**config.mk**
```make
export PLATFORM = sky130hd
export DESIGN_NAME = reg_wb_arbiter
export DESIGN_NICKNAME = d
export VERILOG_FILES = /design/src/rtl/reg_wb_arbiter.sv
export SDC_FILE = /design/constraint.sdc
export NUM_CORES = 1
export LEC_CHECK = 0
export BUFFER_PORTS_ARGS = -buffer_cell sky130_fd_sc_hd__clkbuf_2
export CORE_MARGIN = 1
export CORE_UTILIZATION = 45
export DETAILED_ROUTE_END_ITERATION = 12
export PLACE_DENSITY = 0.79
export RECOVER_POWER = 25
export SYNTH_ARGS = -nofsm -noshare
export SYNTH_HDL_FRONTEND = slang
export SYNTH_SLANG_ARGS = --single-unit
```
**constraint.sdc**
```tcl
create_clock -name clk -period 3.3 [get_ports clk]
set_input_delay 0.33 -clock clk [delete_from_list [all_inputs] [get_ports clk]]
set_output_delay 0.33 -clock clk [all_outputs]
set_load 0.01 [all_outputs]
```
**src/rtl/reg_wb_arbiter.sv**
```systemverilog
// Round-robin writeback arbiter for the register bank write port, with busy scoreboard and flush drain.
// Optional same-cycle write forwarding ports are enabled by defining REG_WB_BYPASS_EN.
module reg_wb_arbiter #(
   parameter int DW      = 32,
   parameter int AW      = 4,
   parameter int PROT_HI = 15
) (
   input  logic              clk,
   input  logic              rst_n,
   input  logic              req0_valid,
   input  logic [AW-1:0]     req0_rd,
   input  logic [DW-1:0]     req0_data,
   output logic              req0_ready,
   input  logic              req1_valid,
   input  logic [AW-1:0]     req1_rd,
   input  logic [DW-1:0]     req1_data,
   output logic              req1_ready,
   input  logic              set_busy,
   input  logic [AW-1:0]     set_busy_rd,
   input  logic              flush_req,
   output logic              wr_en,
   output logic [AW-1:0]     wr_rd,
   output logic [DW-1:0]     wr_data,
   output logic [(2**AW)-1:0] busy_mask,
   output logic              issue_stall,
   output logic              flush_done
`ifdef REG_WB_BYPASS_EN
   ,
   input  logic [AW-1:0]     rs1,
   input  logic [AW-1:0]     rs2,
   output logic              fwd1_hit,
   output logic [DW-1:0]     fwd1_data,
   output logic              fwd2_hit,
   output logic [DW-1:0]     fwd2_data
`endif
);

   localparam int NR = 2**AW;

   typedef enum logic [0:0] {
      ST_RUN   = 1'b0,
      ST_FLUSH = 1'b1
   } state_t;

   // Register 0 and PROT_HI are never written and never tracked as busy.
   function automatic logic is_prot(input logic [AW-1:0] rd);
      return (rd == {AW{1'b0}}) || (rd == AW'(PROT_HI));
   endfunction

   function automatic logic [NR-1:0] rd_bit(input logic [AW-1:0] rd);
      return {{(NR-1){1'b0}}, 1'b1} << rd;
   endfunction

   state_t          state_q, state_d;
   logic            prio_q, prio_d;
   logic            wr_en_q, wr_en_d;
   logic [AW-1:0]   wr_rd_q, wr_rd_d;
   logic [DW-1:0]   wr_data_q, wr_data_d;
   logic [NR-1:0]   busy_q, busy_d;
   logic            issue_stall_q, issue_stall_d;
   logic            flush_done_q, flush_done_d;

   logic            grant0_s, grant1_s, hs_s;
   logic [AW-1:0]   g_rd_s;
   logic [DW-1:0]   g_data_s;
   logic [NR-1:0]   set_vec_s, clr_vec_s;

   // Round-robin grant selection and the captured request.
   always_comb begin
      grant0_s = req0_valid & (~req1_valid | ~prio_q);
      grant1_s = req1_valid & (~req0_valid | prio_q);
      hs_s     = 1'b0;
      g_rd_s   = {AW{1'b0}};
      g_data_s = {DW{1'b0}};
      prio_d   = prio_q;
      if (grant0_s) begin
         hs_s     = 1'b1;
         g_rd_s   = req0_rd;
         g_data_s = req0_data;
         prio_d   = 1'b1;
      end else if (grant1_s) begin
         hs_s     = 1'b1;
         g_rd_s   = req1_rd;
         g_data_s = req1_data;
         prio_d   = 1'b0;
      end else begin
         hs_s     = 1'b0;
      end
   end

   // Write port, scoreboard and flush FSM next-state.
   always_comb begin
      wr_en_d      = hs_s & ~is_prot(g_rd_s);
      wr_rd_d      = wr_rd_q;
      wr_data_d    = wr_data_q;
      state_d      = state_q;
      flush_done_d = 1'b0;
      set_vec_s    = {NR{1'b0}};
      clr_vec_s    = {NR{1'b0}};

      if (wr_en_d) begin
         wr_rd_d   = g_rd_s;
         wr_data_d = g_data_s;
      end else begin
         wr_rd_d   = wr_rd_q;
         wr_data_d = wr_data_q;
      end

      if (hs_s) begin
         clr_vec_s = rd_bit(g_rd_s);
      end else begin
         clr_vec_s = {NR{1'b0}};
      end

      if ((state_q == ST_RUN) && set_busy && !is_prot(set_busy_rd)) begin
         set_vec_s = rd_bit(set_busy_rd);
      end else begin
         set_vec_s = {NR{1'b0}};
      end

      // Set is applied after clear so a same-cycle set on a retiring register wins.
      busy_d = (busy_q & ~clr_vec_s) | set_vec_s;

      case (state_q)
         ST_RUN: begin
            if (flush_req) begin
               state_d = ST_FLUSH;
            end else begin
               state_d = ST_RUN;
            end
         end
         ST_FLUSH: begin
            if ((busy_q == {NR{1'b0}}) && !req0_valid && !req1_valid) begin
               state_d      = ST_RUN;
               flush_done_d = 1'b1;
            end else begin
               state_d      = ST_FLUSH;
            end
         end
         default: begin
            state_d = ST_RUN;
         end
      endcase

      issue_stall_d = (state_d == ST_FLUSH);
   end

   // State registers with synchronous active-low reset.
   always_ff @(posedge clk) begin
      if (!rst_n) begin
         state_q       <= ST_RUN;
         prio_q        <= 1'b0;
         wr_en_q       <= 1'b0;
         wr_rd_q       <= {AW{1'b0}};
         wr_data_q     <= {DW{1'b0}};
         busy_q        <= {NR{1'b0}};
         issue_stall_q <= 1'b0;
         flush_done_q  <= 1'b0;
      end else begin
         state_q       <= state_d;
         prio_q        <= prio_d;
         wr_en_q       <= wr_en_d;
         wr_rd_q       <= wr_rd_d;
         wr_data_q     <= wr_data_d;
         busy_q        <= busy_d;
         issue_stall_q <= issue_stall_d;
         flush_done_q  <= flush_done_d;
      end
   end

   assign req0_ready  = grant0_s;
   assign req1_ready  = grant1_s;
   assign wr_en       = wr_en_q;
   assign wr_rd       = wr_rd_q;
   assign wr_data     = wr_data_q;
   assign busy_mask   = busy_q;
   assign issue_stall = issue_stall_q;
   assign flush_done  = flush_done_q;

`ifdef REG_WB_BYPASS_EN
   // Forward the write being committed this cycle to the two read operands.
   always_comb begin
      fwd1_hit = wr_en_q & (wr_rd_q == rs1);
      fwd2_hit = wr_en_q & (wr_rd_q == rs2);
      if (fwd1_hit) begin
         fwd1_data = wr_data_q;
      end else begin
         fwd1_data = {DW{1'b0}};
      end
      if (fwd2_hit) begin
         fwd2_data = wr_data_q;
      end else begin
         fwd2_data = {DW{1'b0}};
      end
   end
`endif

endmodule

```
-- Word level (Yosys, flattened, before mapping)
Cells that the tools add are included.
- register bits: 56
- bits of input ports: 82
- mux-type cells: 14
- shift-type cells: 2
- reduce and logical (&&, ||, !) cells: 14
- equality and inequality tests: 2
- bitwise gates (word level): 13
- operators by type and width (operator ; count):
    two-way mux 32 bit ; 2
    two-way mux 16 bit ; 2
    left shift 1 x 4 -> 16 bit (first input constant) ; 2
    bitwise AND 16 bit ; 1
    zero test 16 bit ; 1
    inverter 16 bit ; 1
    OR 16 bit ; 1
    == test 4 bit (second input constant) ; 2
    zero test 4 bit ; 2
    two-way mux 4 bit ; 2
    two-way mux 1 bit ; 7
    inverter 1 bit ; 5
    logical AND 1 bit ; 4
    bitwise AND 1 bit ; 3
    zero test 1 bit ; 3
    logical OR 1 bit ; 2
    OR 1 bit ; 2
    case mux 1 bit (2 select lines) ; 1
    AND reduction 2 bit ; 1
    nonzero test 2 bit ; 1

-- Logic depth before layout (Yosys ltp)
- depth after elaboration: 10
- depth in mapped cells: 8

-- Worst setup path after synthesis
Ideal clock, no wire load.
- path type: register -> register
- start point: register prio_q
- end point: register wr_data_q[24] (netlist: wr_data[24])
- clock period less this slack: 1.807 ns
- data required time: 3.184 ns
- setup time: 0.116 ns
- path buffers: 3
- arrival time: 1.691 ns
- setup slack: 1.493 ns
- stages on the path, launching flop included: 9
- cell sequence: dfxtp_1 nand2b_4 buf_6 a32oi_2 nand4_4 and2_1 buf_6 buf_6 o211a_1
- word-level cells in the longest chain between the ends: 8
- RTL lines (item ; line ; text):
    start: declaration ; 55 ; logic prio_q, prio_d;
    start signal: assignment ; 161 ; prio_q <= prio_d;
    OR 1 bit or inverter 1 bit (tied branches) ; 71, 70 ;
    bitwise AND 1 bit or OR 1 bit (tied branches) ; 71, 70 ;
    two-way mux 4 bit or bitwise AND 1 bit (tied branches) ; 81, 70 ;
    two-way mux 4 bit ; 76 ; if (grant0_s) begin
    == test 4 bit or zero test 4 bit (tied branches) ; 47 ; return (rd == {AW{1'b0}}) || (rd == AW'(PROT_HI));
    logical OR 1 bit ; 47 ;
    inverter 1 bit ; 93 ; wr_en_d = hs_s & ~is_prot(g_rd_s);
    bitwise AND 1 bit ; 93 ;
    end signal: assignment ; 155 ; wr_data_q <= {DW{1'b0}};
    end signal: assignment ; 164 ; wr_data_q <= wr_data_d;
    end: declaration ; 58 ; logic [DW-1:0] wr_data_q, wr_data_d;
Several ways; a longest one is shown, not always the timed one.
A chain may end at the register's enable or synchronous reset.

-- Worst setup path in the final report
- start point: register prio_q
- end point: output req1_ready
- word-level cells in the longest chain between the ends: 2
- RTL lines (item ; line ; text):
    OR 1 bit ; 71 ; grant1_s = req1_valid & (~req0_valid | prio_q);
    bitwise AND 1 bit ; 71 ;
    end: declaration ; 17 ; output logic req1_ready,
No other way between the ends.

==> impl_metrics.env <==
export IMPL_status="finished clean"
export IMPL_cts_hold_buffers=0
export IMPL_fillCellCount=528
export IMPL_multiInputGateArea_mm2=0.001408
export IMPL_grt_ovfl_total=0
export IMPL_place_congestion=0.8981
export IMPL_grt_max_degree=60
export IMPL_cellLeakagePower_nw=1.762
export IMPL_syn_mean_instance_area_um2=9.415
export IMPL_cts_buffers=5
export IMPL_slew_headroom=0.2934
export IMPL_boundaryPins=139
export IMPL_powerDensity_mw_per_mm2=473.2
export IMPL_antenna_cells=0
export IMPL_startpoint="prio_q"
export IMPL_final_area_mm2=0.003441
export IMPL_worstMarginPinSlew_ns=1.060
export IMPL_areaGrowthSynthToFinish_pct=27.79
export IMPL_synth_ff_type="dfxtp_1"
export IMPL_synth_top_area_share=0.4164
export IMPL_synth_async_sr_flop_share=0
export IMPL_worstSkewPairLatency_ns=0.30
export IMPL_clock_fmax_ghz=0.4248
export IMPL_clockBufferDepth=2
export IMPL_yosysWarnings=0
export IMPL_hpwl_um=5159
export IMPL_drv_cap=0
export IMPL_r2r_cells=6
export IMPL_io_buffer_count=138
export IMPL_fin_crit_sh=0.7134
export IMPL_highest_layer="met4"
export IMPL_die_area_mm2=0.006297
export IMPL_worstPathMaxFanout=30
export IMPL_dr_total_vias=2712
export IMPL_dr_wl_met2_um=3488
export IMPL_r2r_setup_slack_ns=0.96
export IMPL_cts_setup_buffers=0
export IMPL_wl_met3_um=435
export IMPL_reg2reg_from="prio_q"
export IMPL_synth_enable_flop_cells=0
export IMPL_ys_ff_latch=56
export IMPL_internal_power_mw=1.188
export IMPL_initial_utilization=0.4773
export IMPL_worstReg2RegEnd="wr_data[28]"
export IMPL_finalPower_mw=1.628
export IMPL_ys_types=37
export IMPL_setup_viol=0
export IMPL_antenna_found_initial=0
export IMPL_setup_tns_ns=0
export IMPL_switching_power_uw=440.6
export IMPL_synth_top_area_cell="dfxtp_1"
export IMPL_dr_pass1_iters=4
export IMPL_mappedNetlistNets=368
export IMPL_nets=489
export IMPL_min_period_ns=2.354
export IMPL_drt_iter0_drc=215
export IMPL_synthCells=286
export IMPL_skew_ns=0.006744
export IMPL_cts_tree="done"
export IMPL_place_area_mm2=0.003347
export IMPL_grt_usage=0.2252
export IMPL_rsz0062_at_grt="no"
export IMPL_drive_gt1_frac=0.3194
export IMPL_htreeDepth=2
export IMPL_finalHoldViolCount=0
export IMPL_antenna_left=0
export IMPL_hold_class="input port to flip-flop"
export IMPL_cts_clk_slew_worst_paths_ns=0.09
export IMPL_crit_type="flip-flop to output port"
export IMPL_start_kind="flip-flop"
export IMPL_core_mm2=0.005642
export IMPL_final_max_slew_violation_count=0
export IMPL_rows=27
export IMPL_power_frac_comb=0.221
export IMPL_die_w_um=79.36
export IMPL_cts_resized=0
export IMPL_pwr_share_clk=0.312
export IMPL_ir_worst_vdd_mv=0.2663
export IMPL_ys_seq_area_frac=0.4164
export IMPL_yosys_top_cells_area="dfxtp_1 (42%), o211a_1 (12%), a22oi_1 (8.9%)"
export IMPL_swShare=0.2706
export IMPL_endpoint_kind="output port"
export IMPL_via_per_inst=5.662
export IMPL_clock_sinks=56
export IMPL_drt_drc_violations_left=0
export IMPL_post_drt_wl_per_cell_um=14.80
export IMPL_register_area_mm2=0.001121
export IMPL_die_y_um=79.36
export IMPL_first_global_vias=2423
export IMPL_wl_met1_um=3057
export IMPL_crit_path_end="req1_ready"
export IMPL_power_frac_seq=0.467
export IMPL_syn_cell_area_mm2=0.002693
export IMPL_clockRootBuffer="clkbuf_8"
export IMPL_arrival_ns=2.02
export IMPL_drt_total_wl_um=7089
export IMPL_grt_pass1_wl_um=11340
export IMPL_critical_path_required_ns=2.97
## power by group through the flow
stage / sequential [mW] / combinational, mW / clock (mW)
after global routing: 0.768 / 0.397 / 0.544
after floorplan: 0.799 / 0.207 / 0
final: 0.761 / 0.359 / 0.508
after detailed placement: 0.776 / 0.370 / 0
after CTS: 0.761 / 0.370 / 0.516
after global placement: 0.775 / 0.358 / 0
## routing by layer
layer	vias to the layer above	GRT usage
met5	-	0
met4	0	0.07818
met3	9	0.02989
met2	98	0.3784
met1	1274	0.2947
li1	1331	-
## synth_stat cells (2+ instances only)
library cell	instances
o21ai_0	14
dfxtp_1	56
a32o_1	2
buf_1	2
and3_1	2
a21boi_1	2
nor2_1	5
nand3_1	37
buf_6	6
a21boi_0	12
inv_1	2
a32oi_2	3
buf_2	5
nor2b_1	3
nand4_1	2
nand2b_1	4
nand2_1	23
o21ai_1	3
o211a_1	33
clkbuf_1	15
nor4_1	4
and2_1	4
o21a_1	2
a22oi_1	32
## registers in the layout, indices dropped and copies added, names as in the netlist
signal	cells
busy_mask	16
flush_done	1
issue_stall	1
prio_q	1
wr_data	32
wr_en	1
wr_rd	4
## logic make-up (layout without fill, tap and decap cells)
family                 count (synthesis)  in the layout  synth area share
buffers and inverters                 30            151           0.06087
AND/OR/NAND/NOR                       92             92            0.1812
flip-flops                            56             56            0.4164
AO/OA/AOI/OAI                        108            108            0.3415
## critical path: stages (launching register included)
cell and delay [ns]:
dfxtp_1 0.40, nand2b_4 0.23, and2_1 0.80, clkbuf_2 0.27
## cell usage in the layout (no fill, tap or decap), drive strengths merged, types with 5 or more instances in the layout
cell type / count
o21ai: 17
o211a: 33
nand2: 23
dfxtp: 56
a32oi: 5
a22oi: 32
nor2: 5
a21boi: 15
clkbuf: 143
nand2b: 5
nand3: 37
## stage by stage
stage	hold slack, ns	cells	utilization	worst slack [ns]
3_5_place_dp	0.4510	472	0.5933	0.7849
6_report	0.2801	479	0.6099	0.9458
2_1_floorplan	0.4726	286	-	1.493
5_1_grt	0.3230	479	0.6099	0.7659
3_3_place_gp	0.4362	472	0.5933	0.8637
4_1_cts	0.2775	479	0.6161	0.9247
## worst min path at each step
stage	slack (ns)	start	cells past startpoint	to
after floorplan	0.47	wr_rd[0]	2	wr_rd[0]
after global placement	0.44	wr_rd[1]	2	wr_rd[1]
after detailed placement	0.45	wr_rd[1]	2	wr_rd[1]
after CTS	0.28	flush_req	3	issue_stall
after global routing	0.32	flush_req	3	issue_stall
final	0.28	flush_req	3	issue_stall
## area by class of cell
| class | instances | share of cell area |
|---|---|---|
| clock buffers | 5 | 0.02000 |
| flip-flops and latches | 56 | 0.3258 |
| clock inverters | 2 | 0.01745 |
| repair buffers | 142 | 0.1993 |
| inverters | 2 | 0.002182 |
| multi-input cells | 200 | 0.4091 |
| well taps | 72 | 0.02618 |
Power figures use the tool's default switching activity.
